`src/rtl/clkdiv.sv`:
```
// Programmable integer clock divider with a glitch-free registered output and
// a ready/valid ratio-change port. New ratios only take effect on period boundaries.
module clkdiv #(
   parameter int unsigned DIV_W    = 8,
   parameter int unsigned DIV_INIT = 2
) (
   input  logic             clk,
   input  logic             rst,
   input  logic             en_i,
   input  logic [DIV_W-1:0] div_i,
   input  logic             div_valid_i,
   output logic             div_ready_o,
   output logic             clk_out,
   output logic             tick_o,
   output logic [DIV_W-1:0] ratio_o
);

   localparam int unsigned INIT_H = (DIV_INIT + 1) / 2;

   typedef enum logic [1:0] {RUN, PEND, STOP} state_t;

   // high-phase length: ceil(n/2), computed one bit wider to survive n = 2^DIV_W-1
   function automatic logic [DIV_W-1:0] f_half(input logic [DIV_W-1:0] n);
      logic [DIV_W:0] t;
      t = {1'b0, n} + (DIV_W+1)'(1);
      return DIV_W'(t >> 1);
   endfunction

   state_t           r_state, w_state_nxt;
   logic [DIV_W-1:0] r_cnt, w_cnt_nxt;
   logic [DIV_W-1:0] r_n, w_n_nxt;
   logic [DIV_W-1:0] r_h, w_h_nxt;
   logic [DIV_W-1:0] r_pend, w_pend_nxt;
   logic             r_pend_vld, w_pend_vld_nxt;
   logic             r_ready, w_ready_nxt;
   logic             r_clk_out, w_clk_out_nxt;
   logic             r_tick, w_tick_nxt;

   logic w_wrap;
   logic w_bound;
   logic w_accept;

   assign w_wrap   = (r_cnt == r_n - DIV_W'(1));
   assign w_bound  = (r_state == STOP) || w_wrap;
   assign w_accept = div_valid_i && r_ready;

   always_ff @(posedge clk or posedge rst) begin
      if (rst) begin
         r_state    <= RUN;
         r_cnt      <= DIV_W'(DIV_INIT - 1);
         r_n        <= DIV_W'(DIV_INIT);
         r_h        <= DIV_W'(INIT_H);
         r_pend     <= '0;
         r_pend_vld <= 1'b0;
         r_ready    <= 1'b1;
         r_clk_out  <= 1'b0;
         r_tick     <= 1'b0;
      end else begin
         r_state    <= w_state_nxt;
         r_cnt      <= w_cnt_nxt;
         r_n        <= w_n_nxt;
         r_h        <= w_h_nxt;
         r_pend     <= w_pend_nxt;
         r_pend_vld <= w_pend_vld_nxt;
         r_ready    <= w_ready_nxt;
         r_clk_out  <= w_clk_out_nxt;
         r_tick     <= w_tick_nxt;
      end
   end

   always_comb begin
      w_state_nxt    = r_state;
      w_cnt_nxt      = r_cnt;
      w_n_nxt        = r_n;
      w_h_nxt        = r_h;
      w_pend_nxt     = r_pend;
      w_pend_vld_nxt = r_pend_vld;
      w_clk_out_nxt  = r_clk_out;
      w_tick_nxt     = 1'b0;

      // only a request pending from an earlier edge may be applied here
      if (w_bound && r_pend_vld) begin
         w_n_nxt        = r_pend;
         w_h_nxt        = f_half(r_pend);
         w_pend_vld_nxt = 1'b0;
      end

      if (w_accept) begin
         w_pend_nxt     = (div_i < DIV_W'(2)) ? DIV_W'(2) : div_i;
         w_pend_vld_nxt = 1'b1;
      end

      if (w_bound) begin
         if (en_i) begin
            w_cnt_nxt     = '0;
            w_clk_out_nxt = 1'b1;
            w_tick_nxt    = 1'b1;
            w_state_nxt   = w_pend_vld_nxt ? PEND : RUN;
         end else begin
            w_cnt_nxt     = w_n_nxt - DIV_W'(1);
            w_clk_out_nxt = 1'b0;
            w_state_nxt   = STOP;
         end
      end else begin
         w_cnt_nxt     = r_cnt + DIV_W'(1);
         w_clk_out_nxt = (r_cnt + DIV_W'(1)) < r_h;
         w_state_nxt   = w_pend_vld_nxt ? PEND : RUN;
      end

      w_ready_nxt = !w_pend_vld_nxt;
   end

   assign div_ready_o = r_ready;
   assign clk_out     = r_clk_out;
   assign tick_o      = r_tick;
   assign ratio_o     = r_n;

endmodule

```
`config.mk`:
```
export PLATFORM = sky130hd
export DESIGN_NAME = clkdiv
export DESIGN_NICKNAME = d
export VERILOG_FILES = /design/src/rtl/clkdiv.sv
export SDC_FILE = /design/constraint.sdc
export NUM_CORES = 1
export LEC_CHECK = 0
export ABC_AREA = 1
export CELL_PAD_IN_SITES_DETAIL_PLACEMENT = 0
export CELL_PAD_IN_SITES_GLOBAL_PLACEMENT = 1
export CORE_MARGIN = 3
export CORE_UTILIZATION = 37
export DETAILED_ROUTE_END_ITERATION = 10
export HOLD_SLACK_MARGIN = 0.06
export PLACE_DENSITY = 0.81
export SETUP_SLACK_MARGIN = 0.15
export SYNTH_ARGS = -nofsm -noshare
export SYNTH_HDL_FRONTEND = slang
export SYNTH_SLANG_ARGS = --single-unit
```
`constraint.sdc`:
```
create_clock -name clk -period 3.1 [get_ports clk]
set_input_delay 0.465 -clock clk [delete_from_list [all_inputs] [get_ports clk]]
set_output_delay 0.465 -clock clk [all_outputs]
set_load 0.1 [all_outputs]
```
==> insert_results.sql <==
INSERT INTO impl_metrics (metric_group, metric, value, unit) VALUES
('route', 'avgRoutedWirePerCell', '12.9', 'um'),
('synthesis', 'synthMostInstantiatedCell', 'sky130_fd_sc_hd__nand2_1', ''),
('worst_setup_path', 'worstPathArrival', '2.86', 'ns'),
('sta', 'fin_crit_sh', '87.1', '%'),
('clocking', 'cts_sinks', '38', ''),
('route', 'num_vias', '2011', ''),
('placement', 'port_buffers', '22', ''),
('synthesis', 'netlist.top_cell.by_area', 'sky130_fd_sc_hd__dfrtp_1', ''),
('floorplanning', 'die-area', '0.00737', 'sq mm'),
('global_routing', 'grt.overflow.total', '0', ''),
('placement', 'place_hpwl', '4300', 'um'),
('outcome', 'run_status', 'completed', ''),
('route', 'detail_route.first_pass.iterations', '5', ''),
('pwr', 'total_power', '0.00290', 'W'),
('floorplanning', 'die-width', '85.8', 'um'),
('finish', 'n_antenna_cell', '0', ''),
('pwr', 'vdd_drop_max', '0.578', 'mV'),
('clocking', 'clock_slew_at_reported_path_ffs', '0.07', 'ns'),
('synthesis', 'yosys_warnings', '0', ''),
('route', 'drtAntennaViolNets', '0', ''),
('route', 'post_drt_via_cell_ratio', '4.82', ''),
('clocking', 'worstSkewPairLatency', '0.29', 'ns'),
('pwr', 'power.static_leakage', '1.38', 'nW'),
('route', 'final_routed_wirelength', '5390', 'um'),
('global_routing', 'first_global_vias', '2008', ''),
('synthesis', 'syn-mean-instance-area', '7.46', 'sq um'),
('floorplanning', 'core.rowCount', '28', ''),
('synthesis', 'synth_top_area_share', '36.1', '%'),
('finish', 'layout-area-overhead-vs-synth', '14.8', '%'),
('synthesis', 'synth_seq_area_share', '40.5', '%'),
('min_path', 'hp-start', 'r_h[0]$_DFFE_PP1P_', ''),
('placement', 'global_placement_routability_congestion', '0.820', ''),
('worst_setup_path', 'timing_worst_setup_path_type', 'reg -> reg', ''),
('synthesis', 'synth.top_cells.by_count', 'sky130_fd_sc_hd__nand2_1 (94), sky130_fd_sc_hd__inv_1 (38), sky130_fd_sc_hd__dfrtp_1 (34), sky130_fd_sc_hd__nand3_1 (34), sky130_fd_sc_hd__nor2_1 (21)', ''),
('floorplanning', 'floorplan.die.height', '85.8', 'um'),
('synthesis', 'synth_cell_types', '30', ''),
('synthesis', 'ys_top_cells_by_area', 'sky130_fd_sc_hd__dfrtp_1 (36%), sky130_fd_sc_hd__nand2_1 (15%), sky130_fd_sc_hd__nand3_1 (7.2%)', ''),
('clocking', 'htreeDepth', '2', ''),
('floorplanning', 'initial_cell_density_of_the_core', '38.9', '%'),
('global_routing', 'grt_pass1_wl', '9230', 'um'),
('global_routing', 'grt_usage', '16.1', '%'),
('worst_setup_path', 'critical_path.cell_chain', 'inv_1 > ha_1 > xor2_1 > nand3_1 > nor2_1 > nand2_1 > nor2_2 > nand2_2 > nand2_4 > nand3_1 > nand2_1 > nand2_1 > nor2_2 > nand2_1 > nand3_1 > o21ai_0', ''),
('pwr', 'cellPowerDensity', '1070', 'mW/mm^2'),
('worst_setup_path', 'path_max_fanout', '19', ''),
('clocking', 'postCtsResizedCells', '0', ''),
('clocking', 'number_of_clock_buffers_inserted_by_tritoncts', '5', ''),
('sta', 'max_clock_freq', '370', 'MHz'),
('floorplanning', 'core-area', '0.00606', 'sq mm'),
('worst_setup_path', 'delay_of_the_slowest_cell_on_the_worst_path', '0.58', 'ns'),
('sta', 'hold_fails_final_rpt', '0', ''),
('worst_setup_path', 'critical_path.reg2reg.startpoint', 'ratio_o[1]$_DFF_PP1_', ''),
('worst_setup_path', 'worst_setup_ep_type', 'flip-flop', ''),
('flow_run', 'cap_violations', '0', ''),
('finish', 'nets', '363', ''),
('synthesis', 'synth-seq-cells', '38', ''),
('sta', 'worstMarginPinSlew', '0.495', 'ns'),
('synthesis', 'mappedNetlistArea', '0.00236', 'sq mm'),
('sta', 'final_max_slew_viol_count', '0', ''),
('synthesis', 'syn-num-nets', '338', ''),
('clocking', 'root_buffer', 'sky130_fd_sc_hd__clkbuf_8', ''),
('clocking', 'cts_post_setup_buffers_inserted', '0', ''),
('worst_setup_path', 'timing.critical_path.required', '3.26', 'ns'),
('route', 'drtIter0Drc', '114', ''),
('floorplanning', 'floorplan.io_pins', '23', ''),
('worst_setup_path', 'r2r.worst_path.cells', '16', ''),
('sta', 'unrepaired_setup_endpoints_after_global_routing', 'false', ''),
('sta', 'finalSetupViolCount', '0', ''),
('sta', 'worst_clock_skew', '0.00178', 'ns'),
('min_path', 'timing.hold.worst_endpoint', 'r_h[0]$_DFFE_PP1P_', ''),
('worst_setup_path', 'timing.rr.end', 'r_cnt[4]$_DFF_PP0_', ''),
('min_path', 'worstHoldPathCells', '2', '');
-- worst max-delay path by stage --
stage                     slack [ns]            startpoint  cells after the start                 end
final                           0.40  ratio_o[1]$_DFF_PP1_                     16  r_cnt[4]$_DFF_PP0_
after global routing            0.16  ratio_o[1]$_DFF_PP1_                     16  r_cnt[2]$_DFF_PP0_
after CTS                       0.37  ratio_o[1]$_DFF_PP1_                     16  r_cnt[2]$_DFF_PP0_
after detailed placement        0.39  ratio_o[1]$_DFF_PP1_                     16  r_cnt[2]$_DFF_PP0_
after global placement          0.44  ratio_o[1]$_DFF_PP1_                     16  r_cnt[2]$_DFF_PP0_
after floorplan                 0.25  ratio_o[0]$_DFF_PP0_                     19  r_cnt[7]$_DFF_PP0_
-- kinds of logic (layout without fill, tap and decap cells) --
family | after synthesis | count (layout) | share of synthesized area [%]
buffers and inverters | 51 | 77 | 8.75
XOR/XNOR | 14 | 14 | 5.20
flip-flops | 38 | 38 | 40.5
multiplexers | 2 | 2 | 0.955
AO/OA/AOI/OAI | 29 | 29 | 6.74
AND/OR/NAND/NOR | 172 | 172 | 32.5
adder cells (fa/ha/maj) | 10 | 10 | 5.31
-- report_power, final --
| group | switching [W] | internal [W] | leakage [nW] |
|---|---|---|---|
| clock network | 0.000168 | 0.000160 | 0.0395 |
| registers | 0.000229 | 0.000721 | 0.435 |
| logic | 0.00111 | 0.000518 | 0.902 |
| total | 0.00151 | 0.00140 | 1.38 |
-- cells in the final DEF (no fill, tap or decap), types with 5 or more instances in the layout --
| cell type | netlist | layout |
|---|---|---|
| sky130_fd_sc_hd__o21ai_0 | 12 | 12 |
| sky130_fd_sc_hd__buf_4 | 0 | 12 |
| sky130_fd_sc_hd__inv_1 | 38 | 38 |
| sky130_fd_sc_hd__nand2_1 | 94 | 94 |
| sky130_fd_sc_hd__nor3_1 | 5 | 5 |
| sky130_fd_sc_hd__nor2_1 | 21 | 21 |
| sky130_fd_sc_hd__a21oi_1 | 7 | 7 |
| sky130_fd_sc_hd__clkdlybuf4s50_1 | 0 | 11 |
| sky130_fd_sc_hd__ha_1 | 10 | 10 |
| sky130_fd_sc_hd__clkbuf_8 | 0 | 5 |
| sky130_fd_sc_hd__inv_2 | 8 | 8 |
| sky130_fd_sc_hd__dfrtp_1 | 34 | 34 |
| sky130_fd_sc_hd__nand3_1 | 34 | 34 |
| sky130_fd_sc_hd__xor2_1 | 11 | 11 |
-- worst max-delay path, delay by kind of cell (launching register included) --
kind	cells	cell delay, ns
and+or+nand+nor	12	1.37
DFF	1	0.58
adders and majority gates	1	0.29
xor gates and xnor gates	1	0.15
buffers and inverters	1	0.09
AOI/OAI and AO/OA	1	0.09
-- per-stage QoR --
| step | cell area [sq um] | setup WS, ns | cells | hold slack (ns) | util (%) |
|---|---|---|---|---|---|
| after floorplan | 2360 | 0.254 | 316 | 0.448 | - |
| final | 2710 | 0.401 | 417 | 0.483 | 44.7 |
| after global placement | 2620 | 0.438 | 409 | 0.471 | 43.2 |
| after CTS | 2700 | 0.371 | 417 | 0.485 | 44.5 |
| after detailed placement | 2620 | 0.393 | 409 | 0.473 | 43.2 |
| after global routing | 2710 | 0.157 | 417 | 0.497 | 44.7 |
-- per-layer routing --
metal  global-route usage (%)  share of wire, %
met1                     20.5                46
met2                     26.9                48
met3                     3.07               3.3
met4                     6.62               2.9
met5                        0                 0
-- registers in the layout, summed over array words and instances (netlist names) --
register and count:
tick_o 1, div_ready_o 1, r_h 8, r_state 2, r_cnt 8, r_pend_vld 1
clk_out 1, r_pend 8, ratio_o 8
-- final cells by class --
type / instances / area [sq um]
inverters: 46 / 173
fillers: 651 / 3350
flip-flops and latches: 38 / 956
well taps: 75 / 93.8
clock buffers: 8 / 80.1
repair buffers: 23 / 200
multi-input cells: 227 / 1200
Note: power is estimated with default switching activity, not from simulation.
